--- config.mk ---
export PLATFORM = sky130hd
export DESIGN_NAME = display_scan
export DESIGN_NICKNAME = d
export VERILOG_FILES = /design/src/rtl/disp_pkg.sv /design/src/rtl/seven_seg_decode.sv /design/src/rtl/display_scan.sv
export SDC_FILE = /design/constraint.sdc
export NUM_CORES = 1
export LEC_CHECK = 0
export CAP_MARGIN = 20
export CORE_UTILIZATION = 45
export CTS_BUF_LIST = sky130_fd_sc_hd__clkbuf_8
export DETAILED_ROUTE_END_ITERATION = 7
export MAX_ROUTING_LAYER = met4
export PLACE_DENSITY_LB_ADDON = 0.15
export SLEW_MARGIN = 20
export SYNTH_ARGS = -nofsm -noshare
export SYNTH_HDL_FRONTEND = slang
export SYNTH_HIERARCHICAL = 1
export SYNTH_SLANG_ARGS = --single-unit
--- constraint.sdc ---
create_clock -name clk -period 3 [get_ports clk]
set_clock_uncertainty 0.1 [all_clocks]
set_input_delay 0.45 -clock clk [delete_from_list [all_inputs] [get_ports clk]]
set_output_delay 0.45 -clock clk [all_outputs]
set_load 0.05 [all_outputs]
--- src/rtl/disp_pkg.sv ---
// Shared constants for the multiplexed 4-digit 7-segment scanner.
package disp_pkg;

    localparam int unsigned REFRESH_DIV_DEFAULT = 100000;
    localparam int unsigned SEG_W = 7;
    localparam int unsigned AN_W  = 4;

    // Active-low cathode patterns, bit order {g,f,e,d,c,b,a}
    localparam logic [SEG_W-1:0] SEG_0     = 7'b1000000;
    localparam logic [SEG_W-1:0] SEG_1     = 7'b1111001;
    localparam logic [SEG_W-1:0] SEG_2     = 7'b0100100;
    localparam logic [SEG_W-1:0] SEG_3     = 7'b0110000;
    localparam logic [SEG_W-1:0] SEG_4     = 7'b0011001;
    localparam logic [SEG_W-1:0] SEG_5     = 7'b0010010;
    localparam logic [SEG_W-1:0] SEG_6     = 7'b0000010;
    localparam logic [SEG_W-1:0] SEG_7     = 7'b1111000;
    localparam logic [SEG_W-1:0] SEG_8     = 7'b0000000;
    localparam logic [SEG_W-1:0] SEG_9     = 7'b0010000;
    localparam logic [SEG_W-1:0] SEG_DASH  = 7'b0111111;
    localparam logic [SEG_W-1:0] SEG_BLANK = 7'b1111111;

    typedef struct packed {
        logic [AN_W-1:0]  an;
        logic [SEG_W-1:0] seg;
        logic             dp;
    } disp_out_t;

    localparam disp_out_t DISP_OFF = '{an: 4'b1111, seg: SEG_BLANK, dp: 1'b1};

endpackage

--- src/rtl/seven_seg_decode.sv ---
// Combinational 4-bit value to active-low 7-segment pattern; 10-15 show a dash.
module seven_seg_decode
    import disp_pkg::*;
(
    input  logic [3:0]       value_i,
    output logic [SEG_W-1:0] seg_o
);

    always_comb begin
        seg_o = SEG_DASH;
        case (value_i)
            4'd0:    seg_o = SEG_0;
            4'd1:    seg_o = SEG_1;
            4'd2:    seg_o = SEG_2;
            4'd3:    seg_o = SEG_3;
            4'd4:    seg_o = SEG_4;
            4'd5:    seg_o = SEG_5;
            4'd6:    seg_o = SEG_6;
            4'd7:    seg_o = SEG_7;
            4'd8:    seg_o = SEG_8;
            4'd9:    seg_o = SEG_9;
            default: seg_o = SEG_DASH;
        endcase
    end

endmodule

--- src/rtl/display_scan.sv ---
// Time-multiplexed MM:SS scanner: refresh divider, digit index, frame shadows,
// adjust-mode blinking and registered anode/cathode drive.
module display_scan
    import disp_pkg::*;
#(
    parameter int unsigned REFRESH_DIV = REFRESH_DIV_DEFAULT
) (
    input  logic             clk,
    input  logic             rst_n,
    input  logic [2:0]       digit3,
    input  logic [3:0]       digit2,
    input  logic [2:0]       digit1,
    input  logic [3:0]       digit0,
    input  logic [1:0]       select,
    input  logic             isAdj,
    input  logic             twoHz,
    output logic [AN_W-1:0]  an,
    output logic [SEG_W-1:0] seg,
    output logic             dp
);

    localparam int unsigned CNT_W = (REFRESH_DIV > 1) ? $clog2(REFRESH_DIV) : 1;

    logic [CNT_W-1:0] cnt_q, cnt_d;
    logic [1:0]       idx_q, idx_d;
    logic             run_q, run_d;
    logic [2:0]       sh3_q, sh3_d;
    logic [3:0]       sh2_q, sh2_d;
    logic [2:0]       sh1_q, sh1_d;
    logic [3:0]       sh0_q, sh0_d;
    logic             sync1_q, sync2_q;
    disp_out_t        out_q, out_d;

    logic             tc;
    logic             wrap;
    logic             in_pair;
    logic             blank;
    logic [3:0]       cur_val;
    logic [SEG_W-1:0] dec_seg;

    // Only select[0] chooses the blink pair.
    logic unused_select;
    assign unused_select = select[1];

    seven_seg_decode u_decode (
        .value_i (cur_val),
        .seg_o   (dec_seg)
    );

    // run_q holds the scan idle after reset until the first terminal count, so index 0 is driven first.
    always_comb begin
        tc    = (cnt_q == CNT_W'(REFRESH_DIV - 1));
        cnt_d = tc ? '0 : cnt_q + CNT_W'(1);
        run_d = run_q | tc;
        idx_d = idx_q;
        wrap  = tc && run_q && (idx_q == 2'd3);
        if (tc && run_q) begin
            idx_d = idx_q + 2'd1;
        end

        sh3_d = sh3_q;
        sh2_d = sh2_q;
        sh1_d = sh1_q;
        sh0_d = sh0_q;
        if (wrap) begin
            sh3_d = digit3;
            sh2_d = digit2;
            sh1_d = digit1;
            sh0_d = digit0;
        end

        case (idx_q)
            2'd0:    cur_val = sh0_q;
            2'd1:    cur_val = {1'b0, sh1_q};
            2'd2:    cur_val = sh2_q;
            default: cur_val = {1'b0, sh3_q};
        endcase

        in_pair = select[0] ? ~idx_q[1] : idx_q[1];
        blank   = isAdj && !sync2_q && in_pair;

        out_d = DISP_OFF;
        if (run_q) begin
            out_d.an = ~(4'b0001 << idx_q);
            if (!blank) begin
                out_d.seg = dec_seg;
                out_d.dp  = (idx_q != 2'd2);
            end
        end
    end

    always_ff @(posedge clk) begin
        if (!rst_n) begin
            cnt_q   <= '0;
            idx_q   <= '0;
            run_q   <= 1'b0;
            sh3_q   <= '0;
            sh2_q   <= '0;
            sh1_q   <= '0;
            sh0_q   <= '0;
            sync1_q <= 1'b0;
            sync2_q <= 1'b0;
            out_q   <= DISP_OFF;
        end else begin
            cnt_q   <= cnt_d;
            idx_q   <= idx_d;
            run_q   <= run_d;
            sh3_q   <= sh3_d;
            sh2_q   <= sh2_d;
            sh1_q   <= sh1_d;
            sh0_q   <= sh0_d;
            sync1_q <= twoHz;
            sync2_q <= sync1_q;
            out_q   <= out_d;
        end
    end

    assign an  = out_q.an;
    assign seg = out_q.seg;
    assign dp  = out_q.dp;

endmodule

**Yosys cells after proc, flatten, opt, wreduce, memory -nomap -nowiden**

Memory sizes are Yosys's and may differ from the RTL's. A register that Yosys moved wholly into a read port is not among the register bits.
Index checks and enable logic that the tools add are counted.

- Memories: 1
- Register bits: 41
- Output and inout bits: 12
- Memory bits (read-only): 112
- RAM bits: 0
- Input bits: 20
- Bits in latches: 0
- Word-level logic and storage cells: 36

Memories:

| memory | words | width | rd ports | clocked after memory_dff | write ports | line | RTL |
|---|---|---|---|---|---|---|---|
| (name not given) | 16 | 7 | 1 | 1 | 0 | seven_seg_decode.sv:11 | `case (value_i)` |

- Shift-type cells: 1
- Eq/ne operators: 5
- Muxes and demuxes: 2
- Div/mod/pow operators: 0
- $lt $le $gt $ge: 0
- Add/sub/neg operators: 2
- Bitwise gates (word level): 5
- Reductions and logical operators: 9
- $mul: 0

Operators by type and width:

| operator | number |
|---|---|
| adder 17 x 1 -> 17 bit (second input constant) | 1 |
| equality test 17 bit (second input constant) | 1 |
| one-hot mux 4 bit (3 select lines) | 1 |
| equality test 2 bit (second input constant) | 2 |
| logical AND 1 bit | 4 |
| NOT 4 bit | 1 |
| << shifter 1 x 2 -> 4 bit (first input constant) | 1 |
| NOT 1 bit | 3 |
| OR reduction 3 bit | 1 |
| adder 2 x 1 -> 2 bit (second input constant) | 1 |
| equality test 2 x 1 -> 1 bit (second input constant) | 1 |
| zero test 2 bit | 1 |
| != test 2 bit (second input constant) | 1 |
| AND reduction 2 bit | 1 |
| OR reduction 2 bit | 1 |
| zero test 1 bit | 1 |
| two-way mux 1 bit | 1 |
| OR 1 bit | 1 |

**Depth between registers and ports, before layout**

- Word-level depth: 4
- Gate-level depth with buffers: 9
- Depth with buffers taken out: 9

**By module**

Netlist, hierarchy kept.

By module, submodules not included:

| module | cells an instance | times used | sequential area each (µm²) | area an instance (µm²) |
|---|---|---|---|---|
| display_scan | 218 | 1 | 960.9 | 2,001.9 |
| seven_seg_decode | 31 | 1 | 0.0 | 224.0 |

**Worst setup path before layout**

OpenSTA, ideal clock, no wires.

- Kind: reg-to-reg
- Start point: register idx_q[1]
- End point: register seg[3] (netlist name)
- Setup time: 0.146 ns
- Clock period less this slack: 2.563 ns
- Required time: 2.754 ns
- Stages on the path, launching flop included: 10
- Data arrival time: 2.317 ns
- Path slack: 0.437 ns
- Cell sequence: dfxtp_1 > ha_1 > clkbuf_1 > clkbuf_1 > mux2i_1 > inv_1 > ha_1 > and3b_1 > a21oi_1 > nand2b_1

- Elaborated cells between the ends (all ways): 8

RTL lines:

| element | line | RTL |
|---|---|---|
| start: declaration | display_scan.sv:25 | `logic [1:0] idx_q, idx_d;` |
| start signal: assignment | display_scan.sv:106 | `idx_q <= idx_d;` |
| equality test 2 bit (tied with other cells) | display_scan.sv:72 | `case (idx_q)` |
| one-hot mux 4 bit (3 select lines) * | display_scan.sv:72 |  |
| via cur_val[1] | display_scan.sv:38 | `logic [3:0] cur_val;` |

Mark *: on every way through the listed nets, which the timed path passes. The rest lies on a longest branch.
A chain may end at the register's enable or synchronous reset.

**Worst setup path after layout**

- Start point: register idx_q[1]
- End point: register seg[3] (netlist name)

- Elaborated cells between the ends (all ways): 8

RTL lines:

| element | line |
|---|---|
| equality test 2 bit (tied with other cells) | display_scan.sv:72 |
| one-hot mux 4 bit (3 select lines) * | display_scan.sv:72 |
| via cur_val[1] | display_scan.sv:38 |

Marked as above.

==> flow_summary.toml <==
[clocking]
hold_buffers = 0
clock-root-buffer = "clkbuf_8"
cts_resized = 0
h-tree-depth = 2
clk_pin_slew_ns = 0.09
cts_tree = "yes"
max-clock-path-buffers = 2
cts_setup_buffers = 0
clk_latency_ns = 0.30
clock_sinks = 48
cts_buffers = 5

[setup_path]
crit_path_start_kind = "register"
cp_data_arrival_time_ns = 2.56
max_stage_delay_ns = 0.55
path_cells = "ha_1, mux2i_1, inv_1, ha_1, and3b_1, a21oi_1, nand2b_1"
criticalPathCategory = "reg -> reg"
required_ns = 3.10
cp-end-kind = "register"
critPathMaxFanout = 12
path_buf_inv = 1
path_common_cell = "ha_1"
path_delay_family = "adder cells"
cp_slowest_cell = "mux2i_1"

[power_and_ir_drop]
power_density_mw_per_mm2 = 445
p_int_uw = 961
vdd_drop_max_uv = 252
power_frac_comb = 0.035
p_total_uw = 1190
seqPwrFrac = 0.543
p_clk_frac = 0.422
power_switching_uw = 226
leakage_uw = 0.000900
sw_frac_of_total = 0.191

[route]
drc = 0
routedWlPerCell_um = 12.7
final_antenna_net_count = 0
wl_um = 4330
drtIter0Drc = 128
dr.pass1.iters = 4
viasPerCell = 5.25
vias = 1794

[floorplanning]
start_util = 0.468
core-area_mm2 = 0.00475
dieArea_mm2 = 0.00523
rows = 25
die_h_um = 72.3
io_pins = 32
die_w_um = 72.3

[sta]
setup_viol = 0
period_minus_slack_ns = 2.46
hold_viol_final = 0
timing.fmax_ghz = 0.407
rsz0062_at_grt = "no"
fin_crit_sh = 0.819
finalSetupTns_ns = 0
worstMarginPinSlew_ns = 0.684
slew_headroom = 0.543
drv_slew = 0

[yosys]
ys_seq_elements = 48
synthesis.nets = 279
synth_top_area_share = 0.432
yosys.area.top_type = "dfxtp_1"
async_reset_ff_frac = 0
yosys-top-cells-area = "dfxtp_1 (43%), ha_1 (5.6%), a21oi_1 (5.4%)"
yosysSeqAreaShare = 0.432
synth_warnings = 6
netlist_instances = 249
synth_area_mm2 = 0.00223
ys.flop_type = "dfxtp_1"
yosysUniqueCellTypes = 46
synth_area_per_cell_um2 = 8.94
synth_edf_count = 0

[place]
gp_congestion = 0.793
port_buffers = 30
hpwl_um = 3010

[grt]
first_global_vias = 1687
grt_first_pass_wirelength_um = 7570
track_usage = 0.189
grt_overflow = 0
antenna_found_initial = 0
grt_max_degree = 20

[outcome]
status = "finished, final reports clean"

[finish]
n_antenna_cell = 0
fin_nets = 304
area_growth_pct = 19.9
drive_gt1_frac = 0.0764

[job]
maxCapViolCount = 0

[min_path]
hold_path.class = "reg -> reg"
## area by class of cell
class	instances	area (um^2)
well taps	67	83.8
fillers	474	2090
repair buffers	34	330
flip-flops and latches	48	961
clock inverters	1	30.0
multi-input cells	171	1110
clock buffers	7	96.3
inverters	14	52.6
## kinds of logic after synthesis
family	synth area share
flops	0.432
compound gates	0.130
xor+xnor	0.0512
mux	0.0180
fa+ha+maj	0.0562
simple gates	0.245
buf+inv	0.0675
## worst paths after layout
kind	startpoint	to	slack, ns	depth (start not counted)
worst max-delay path	idx_q[1]	seg[3]	0.54	7
worst min-delay path	sync1_q	sync2_q	0.35	1
worst max register to register	idx_q[1]	seg[3]	0.54	7
worst min register to register	sync1_q	sync2_q	0.35	1
## through the flow
stage | cell area, um^2 | cells | hold slack [ns] | setup WS (ns) | util
2_1_floorplan | 2230 | 249 | 0.312 | 0.437 | -
3_3_place_gp | 2540 | 334 | 0.315 | 0.555 | 0.535
3_5_place_dp | 2540 | 334 | 0.339 | 0.518 | 0.535
4_1_cts | 2670 | 342 | 0.360 | 0.511 | 0.561
5_1_grt | 2670 | 342 | 0.372 | 0.354 | 0.561
6_report | 2670 | 342 | 0.353 | 0.543 | 0.561
## per-layer routing
metal  vias to the layer above  part of all wire  track usage
met3                         5             0.039       0.0431
li1                        928                 -            -
met2                        35              0.48        0.317
met4                         0             0.016       0.0654
met1                       826              0.46        0.221
met5                         -                 0            -
## cell usage after synthesis (3+ instances only)
cell	instances
nor4_1	3
a222oi_1	3
a21oi_1	24
clkbuf_1	8
xor2_1	6
inv_1	13
nand2_1	5
dfxtp_1	48
ha_1	10
nand3_1	11
buf_6	4
o21ai_0	13
xnor2_1	7
nor2_1	17
mux2i_1	4
nand2b_1	8
nand4_1	19
buf_2	3
o21ai_1	6
## sequential cells by signal, summed over array words and instances (netlist names)
register	flops
cnt_q	17
seg	7
an	4
sh0_q	4
sh2_q	4
sh1_q	3
sh3_q	3
idx_q	2
dp	1
run_q	1
sync1_q	1
sync2_q	1
## placed cells by master, fill, tap and decap left out, drive strengths merged, types with 6 or more instances in the layout
cell and n:
a21oi 24, clkbuf 7, clkdlybuf4s50 30, dfxtp 48, ha 10, inv 13, nand2 7, nand2b 8
nand3 12, nand4 20, nor2 17, o21ai 19, xnor2 7, xor2 6
## power groups by stage
| stage | logic (uW) | clock network (uW) | registers (uW) |
|---|---|---|---|
| 4_1_cts | 42.5 | 518 | 645 |
| 5_1_grt | 45.7 | 537 | 646 |
| 6_report | 41.7 | 501 | 645 |
| 3_3_place_gp | 41.6 | 0 | 660 |
| 2_1_floorplan | 15.6 | 0 | 659 |
| 3_5_place_dp | 42.1 | 0 | 660 |
Note: power is estimated with default switching activity, not from simulation.
